### src/rtl/div_pkg.sv
// Shared types and constants for the sequential signed divider.
package div_pkg;

  localparam int unsigned DivWidth    = 8;
  localparam int unsigned DivCntWidth = $clog2(DivWidth);

  typedef enum logic [1:0] {
    StIdle,
    StCalc,
    StSign,
    StDone
  } div_state_e;

endpackage

### src/rtl/seq_div_8bit_if.sv
// Start/operand/result bundle between a requester and the divider.
interface seq_div_8bit_if #(
  parameter int unsigned Width = 8
);
  logic             start;
  logic [Width-1:0] a;
  logic [Width-1:0] b;
  logic             busy;
  logic             done;
  logic [Width-1:0] q;
  logic [Width-1:0] r;
  logic             v;
  logic             div_zero;

  modport master (
    output start, a, b,
    input  busy, done, q, r, v, div_zero
  );

  modport slave (
    input  start, a, b,
    output busy, done, q, r, v, div_zero
  );
endinterface

### src/rtl/div_trial_sub.sv
// Combinational (Width+1)-bit trial subtractor; no_borrow_o=1 means minuend >= subtrahend.
module div_trial_sub #(
  parameter int unsigned Width = 8
) (
  input  logic [Width:0] minuend_i,
  input  logic [Width:0] subtrahend_i,
  output logic [Width:0] diff_o,
  output logic           no_borrow_o
);

  assign {no_borrow_o, diff_o} = {1'b0, minuend_i} + {1'b0, ~subtrahend_i} + (Width + 2)'(1);

endmodule

### src/rtl/seq_div_8bit.sv
// Iterative signed restoring divider: magnitudes are divided MSB first, signs fixed up afterwards.
module seq_div_8bit
  import div_pkg::*;
#(
  parameter int unsigned Width = DivWidth
) (
  input  logic          clk,
  input  logic          rst_n,
  seq_div_8bit_if.slave bus
);

  localparam int unsigned CntW = $clog2(Width);
  typedef logic [Width:0] ext_t;
  localparam ext_t MinMag = ext_t'(1) << (Width - 1);

  div_state_e       state_q, state_d;
  ext_t             dvd_q, dvd_d, dsr_q, dsr_d, rem_q, rem_d;
  logic [Width-1:0] quo_q, quo_d, q_q, q_d, r_q, r_d;
  logic [CntW-1:0]  cnt_q, cnt_d;
  logic             a_neg_q, a_neg_d, b_neg_q, b_neg_d;
  logic             busy_q, busy_d, done_q, done_d, v_q, v_d, dz_q, dz_d;

  ext_t             a_ext, b_ext, shifted, diff;
  logic [Width-1:0] dvd_lo;
  logic             no_borrow;

  assign a_ext   = {bus.a[Width-1], bus.a};
  assign b_ext   = {bus.b[Width-1], bus.b};
  assign dvd_lo  = dvd_q[Width-1:0];
  assign shifted = ext_t'({rem_q, dvd_lo[cnt_q]});

  div_trial_sub #(
    .Width(Width)
  ) u_trial_sub (
    .minuend_i   (shifted),
    .subtrahend_i(dsr_q),
    .diff_o      (diff),
    .no_borrow_o (no_borrow)
  );

  always_comb begin
    state_d = state_q;
    dvd_d   = dvd_q;
    dsr_d   = dsr_q;
    rem_d   = rem_q;
    quo_d   = quo_q;
    cnt_d   = cnt_q;
    a_neg_d = a_neg_q;
    b_neg_d = b_neg_q;
    q_d     = q_q;
    r_d     = r_q;
    v_d     = v_q;
    dz_d    = dz_q;
    busy_d  = busy_q;
    done_d  = 1'b0;
    unique case (state_q)
      StIdle: begin
        if (bus.start) begin
          a_neg_d = bus.a[Width-1];
          b_neg_d = bus.b[Width-1];
          // Magnitudes carry one extra bit so that |-2^(Width-1)| is representable.
          dvd_d   = bus.a[Width-1] ? (~a_ext + ext_t'(1)) : a_ext;
          dsr_d   = bus.b[Width-1] ? (~b_ext + ext_t'(1)) : b_ext;
          rem_d   = '0;
          cnt_d   = CntW'(Width - 1);
          v_d     = 1'b0;
          dz_d    = 1'b0;
          if (bus.b == '0) begin
            q_d     = '1;
            r_d     = bus.a;
            dz_d    = 1'b1;
            done_d  = 1'b1;
            state_d = StDone;
          end else begin
            busy_d  = 1'b1;
            state_d = StCalc;
          end
        end
      end
      StCalc: begin
        rem_d = no_borrow ? diff : shifted;
        quo_d = {quo_q[Width-2:0], no_borrow};
        cnt_d = cnt_q - CntW'(1);
        if (cnt_q == '0) begin
          state_d = StSign;
        end
      end
      StSign: begin
        q_d     = (a_neg_q ^ b_neg_q) ? (~quo_q + Width'(1)) : quo_q;
        r_d     = Width'(a_neg_q ? (~rem_q + ext_t'(1)) : rem_q);
        // Only -2^(Width-1) / -1 overflows; the wrapped quotient is already correct.
        v_d     = a_neg_q && b_neg_q && (dvd_q == MinMag) && (dsr_q == ext_t'(1));
        busy_d  = 1'b0;
        done_d  = 1'b1;
        state_d = StDone;
      end
      StDone: begin
        state_d = StIdle;
      end
    endcase
  end

  always_ff @(posedge clk) begin
    if (!rst_n) begin
      state_q <= StIdle;
      dvd_q   <= '0;
      dsr_q   <= '0;
      rem_q   <= '0;
      quo_q   <= '0;
      cnt_q   <= '0;
      a_neg_q <= 1'b0;
      b_neg_q <= 1'b0;
      q_q     <= '0;
      r_q     <= '0;
      v_q     <= 1'b0;
      dz_q    <= 1'b0;
      busy_q  <= 1'b0;
      done_q  <= 1'b0;
    end else begin
      state_q <= state_d;
      dvd_q   <= dvd_d;
      dsr_q   <= dsr_d;
      rem_q   <= rem_d;
      quo_q   <= quo_d;
      cnt_q   <= cnt_d;
      a_neg_q <= a_neg_d;
      b_neg_q <= b_neg_d;
      q_q     <= q_d;
      r_q     <= r_d;
      v_q     <= v_d;
      dz_q    <= dz_d;
      busy_q  <= busy_d;
      done_q  <= done_d;
    end
  end

  assign bus.busy     = busy_q;
  assign bus.done     = done_q;
  assign bus.q        = q_q;
  assign bus.r        = r_q;
  assign bus.v        = v_q;
  assign bus.div_zero = dz_q;

endmodule

### src/flat_wrapper.sv
// flat-port wrapper written by rule: the top's interface ports become plain ports
module seq_div_8bit_flat import div_pkg::*;
#(
  parameter int unsigned Width = DivWidth
)
  (clk, rst_n, bus_start, bus_a, bus_b, bus_busy, bus_done, bus_q, bus_r, bus_v, bus_div_zero);
  seq_div_8bit_if #(.Width(Width)) bus_i ();
  input  logic clk;
  input  logic rst_n;
  input wire logic [$bits(bus_i.start)-1:0] bus_start;
  input wire logic [$bits(bus_i.a)-1:0] bus_a;
  input wire logic [$bits(bus_i.b)-1:0] bus_b;
  output wire logic [$bits(bus_i.busy)-1:0] bus_busy;
  output wire logic [$bits(bus_i.done)-1:0] bus_done;
  output wire logic [$bits(bus_i.q)-1:0] bus_q;
  output wire logic [$bits(bus_i.r)-1:0] bus_r;
  output wire logic [$bits(bus_i.v)-1:0] bus_v;
  output wire logic [$bits(bus_i.div_zero)-1:0] bus_div_zero;
  assign bus_i.start = bus_start;
  assign bus_i.a = bus_a;
  assign bus_i.b = bus_b;
  assign bus_busy = bus_i.busy;
  assign bus_done = bus_i.done;
  assign bus_q = bus_i.q;
  assign bus_r = bus_i.r;
  assign bus_v = bus_i.v;
  assign bus_div_zero = bus_i.div_zero;
  seq_div_8bit #(.Width(Width)) u_core (.clk(clk), .rst_n(rst_n), .bus(bus_i));
endmodule
### config.mk
export PLATFORM = sky130hd
export DESIGN_NAME = seq_div_8bit_flat
export DESIGN_NICKNAME = d
export VERILOG_FILES = /design/src/rtl/div_pkg.sv /design/src/rtl/seq_div_8bit_if.sv /design/src/rtl/div_trial_sub.sv /design/src/rtl/seq_div_8bit.sv /design/src/flat_wrapper.sv
export SDC_FILE = /design/constraint.sdc
export NUM_CORES = 1
export LEC_CHECK = 0
export CAP_MARGIN = 40
export CORE_UTILIZATION = 57
export DETAILED_ROUTE_END_ITERATION = 16
export PLACE_DENSITY = 0.93
export SLEW_MARGIN = 40
export SYNTH_ARGS = -nofsm -noshare
export SYNTH_HDL_FRONTEND = slang
export SYNTH_HIERARCHICAL = 1
export SYNTH_SLANG_ARGS = --single-unit
### constraint.sdc
create_clock -name clk -period 4.2 [get_ports clk]
set_clock_uncertainty 0.15 [all_clocks]
set_input_delay 1.26 -clock clk [delete_from_list [all_inputs] [get_ports clk]]
set_output_delay 1.26 -clock clk [all_outputs]
set_load 0.1 [all_outputs]
# Yosys cells after proc, flatten, opt, wreduce, memory -nomap -nowiden
# Cells that the tools add are included.
# word_totals
regBits	61
inputBits	19
output_inout_bits	20
elab_cells	80
# op_classes
add_sub_neg	7
order_cmp	1
n_eq_ne	9
n_mux	29
bitwise_logic	6
reduce_logical	14
# ops
cell	count
$mux 8	8
$pmux 8 s2	3
$not 9->9	3
$add 9x1->9 const B	2
$mux 9	2
$add 8x1->8 const B	2
$not 8->8	2
$add 10x1->10 const B	1
$add 9x9->10	1
$eq 9x1->1 const B	1
$eq 9x8->1 const B	1
$logic_not 8->1	1
$pmux 2 s4	1
$reduce_and 2->1	4
$mux 1	6
$mux 2	3
$pmux 1 s2	3
$pmux 3 s2	1
$reduce_and 3->1	2
$eq 2x2->1 const B	2
$lt 3x4->1 const B	1
$ne 2x1->1 const B	2
$ne 2x2->1 const B	2
$reduce_bool 2->1	2
8 further kinds	10

# Logic depth before layout (Yosys ltp)
# depth
word_depth	6
mapped_depth	14
depth_no_buf	14

# Hierarchy
# The synthesis kept the hierarchy.
# by_module_without_submodules
mod	n_inst	cells_per_inst	area_per_inst_um2	seq_area_each_um2
seq_div_8bit	1	361	3161.8	1221.2
div_trial_sub	1	52	382.9	0.0

# Least setup slack after synthesis
# Ideal clock, no wire load.
# synth_path
kind	input port to flip-flop
start	in bus_b[0]
end	reg u_core.r_q[2] (netlist: u_core/bus.r[2])
setup_ns	0.067
arrival_time_ns	2.761
t_required_ns	3.983
setup_slack_ns	1.222
path_stages	7
path_buffers	1
path_cell_list	inv_1 > ha_1 > or3b_2 > o31a_1 > buf_6 > a311o_1 > a21oi_2
# synth_via
elab_chain_cells	3
# synth_rtl
element	line	rtl
start, declared	flat_wrapper.sv:12	input wire logic [$bits(bus_i.b)-1:0] bus_b;
$logic_not 8->1	seq_div_8bit.sv:68	if (bus.b == '0) begin
$ne 2x1->1 (no line)	--	
$reduce_and 3->1 (no line)	--	
end signal, assigned	seq_div_8bit.sv:129	r_q <= r_d;
end, declared	seq_div_8bit.sv:18	logic [Width-1:0] quo_q, quo_d, q_q, q_d, r_q, r_d;
# No other way between the ends.
# A chain may end at the register's enable or synchronous reset.

# Worst setup path after layout
# layout_path
start	in bus_b[0]
end	reg u_core.r_q[1] (netlist: u_core/bus.r[1])
# Same word-level chain as after synthesis.

==> impl_results.md <==
* Tot GR Track Use at 29.1%
* Power Total at 0.00287 W
* Peak supply drop at 0.322 mV
* Leak at 1.63 nW
* CTS tree: done
* Clock transition at the registers of the reported paths at 0.06 ns
* GRT overflow at 0
* CP bufs+invs at 2
* CTS Sinks at 61
* Status: completed
* H-tree levels at 3
* Initial antenna violation count at 0
* Worst slew pin tran at 0.824 ns
* DR vias/cell at 6.20
* RSZ-0062 raised after global routing: no
* Die Wd at 80.3 um
* Worst-case hold slack at 0.309 ns
* Drt drc at 0
* Placed cells at 506
* Setup TNS at 0 ns
* Post-CTS resize count at 0
* IO Pins at 39
* RD Place Congestion at 0.855
* Number of I/O port buffers at 38
* Core Box Area at 0.00592 mm2
* Vias in the first global route at 2936
* 1st-pass router iterations at 5
* Root buffer cell: clkbuf_8
* Worst slew margin at 45.0%
* Power per cell area at 712 mW/mm2
* Post-DRT Antenna Nets at 0
* Post-cts hold buffer count at 0
* Antenna cells at 0
* Commonest non-fill, non-tap cells in the layout: dfxtp_1, nor2_1, a21oi_1, nand2_1, inv_1
* CP Max Fanout at 16
* Synthesized area at 0.00350 mm2
* Yosys warns at 6
* Num CTS Buffers at 9
* Final hold vios at 0
* # rows at 28
* Final wirelength at 8910 um
* Hold Crit Class: reg2reg
* Final Critical Period at 3.48 ns
* Cells after synthesis at 408
* Setup crit start: bus_b[0]
* Routed WL per cell at 17.1 um
* CP max stage delay at 0.58 ns
* Tcrit/Tclk final at 83.0%
* Achievable frequency at 287 MHz
* Area delta synth->final at 15.5%
* Final Non-Filler Cells at 522
* Die ar. at 0.00645 mm2
* Starting Density at 59.0%
* Max-cap violations at 0
* Synthesized area per cell at 8.57 um2
* Worst flop-to-flop path startpoint: u_core/cnt_q[1]
* Placed Area at 0.00381 mm2
* Design Area, Final at 0.00404 mm2
* Die Y at 80.3 um
* Via Count at 3235
* Cell Chain, Critical Path: clkdlybuf4s50_1 -> inv_1 -> ha_1 -> or3b_2 -> o31ai_4 -> o211ai_1 -> a21oi_1
* CP delay by family, top: compound AO/OA/AOI/OAI gates
* Number of post-CTS setup repair buffers at 0
* Worst EP required at 4.30 ns
* Hold Startpoint: u_core/bus.r[2]
* Element type at the critical path start: input port
* Critical path endpoint category: flop
* Max-slew violations at 0
* Largest net degree at the start of global routing at 46
* Initial DRC count at 426
* Fin nets at 481
* Clk Latency, worst-skew pair at 0.33 ns
* Max stage delay cell, worst path: o31ai_4
* Setup-failing EPs final at 0
* Fraction of layout cells with a size suffix above 1 at 12.8%
* Commonest non-fill, non-tap cell in the layout: dfxtp_1
* First-pass GRT wire length at 14400 um
* Hpwl dp at 6080 um
* Critical path type: in2reg
* Clock Tree Buf Depth at 2
* WP data arrival at 3.58 ns
* Fillcell total at 465
* Syn nets at 447
-- where the power goes --
part | internal (W) | total, W | switching (W)
Clock | 0.000365 | 0.000589 | 0.000224
Combinational | 0.000541 | 0.00147 | 0.000928
Sequential | 0.000698 | 0.000816 | 0.000117
Total | 0.00160 | 0.00287 | 0.00127
-- state kept, by name, indices dropped and copies added, names as in the netlist --
| register | cells |
|---|---|
| u_core/a_neg_q | 1 |
| u_core/b_neg_q | 1 |
| u_core/bus.busy | 1 |
| u_core/bus.div_zero | 1 |
| u_core/bus.done | 1 |
| u_core/bus.q | 8 |
| u_core/bus.r | 8 |
| u_core/bus.v | 1 |
| u_core/cnt_q | 3 |
| u_core/dsr_q | 9 |
| u_core/dvd_q | 9 |
| u_core/quo_q | 8 |
| u_core/rem_q | 8 |
| u_core/state_q | 2 |
-- worst min-delay path: stages (launching register included) --
cell	delay, ns
dfxtp_1	0.30
nand2_1	0.06
a21oi_2	0.05
-- area by class of cell --
cell class / instances / area, um2 / share of cell area [%]
clock buffer: 12 / 155 / 3.84
inverter: 28 / 105 / 2.60
sequential: 61 / 1220 / 30.2
clock inverter: 4 / 70.1 / 1.73
tap: 75 / 93.8 / 2.32
multi-input combinational: 298 / 2070 / 51.2
timing repair buffer: 44 / 325 / 8.05
-- stage by stage --
| stage | worst slack, ns | utilization, % |
|---|---|---|
| CTS | 0.755 | 68.2 |
| finish | 0.716 | 68.2 |
| global route | 0.616 | 68.2 |
| floorplan | 1.22 | - |
| global placement | 0.558 | 66.1 |
| detailed placement | 0.418 | 64.4 |
-- per-layer routing --
metal | wire length (um) | track usage [%]
met5 | 0 | 0
met4 | 94 | 11.4
met3 | 603 | 4.77
met2 | 4380 | 49.0
met1 | 3830 | 37.0
-- worst paths after layout --
| kind | slack (ns) | depth (start not counted) | end |
|---|---|---|---|
| hold reg to reg | 0.31 | 2 | u_core/bus.r[2] |
| hold / removal | 0.31 | 2 | u_core/bus.r[2] |
| setup / recovery | 0.72 | 7 | u_core/bus.r[1] |
| setup reg to reg | 0.80 | 13 | u_core/rem_q[1] |
Note: power is estimated with default switching activity, not from simulation.
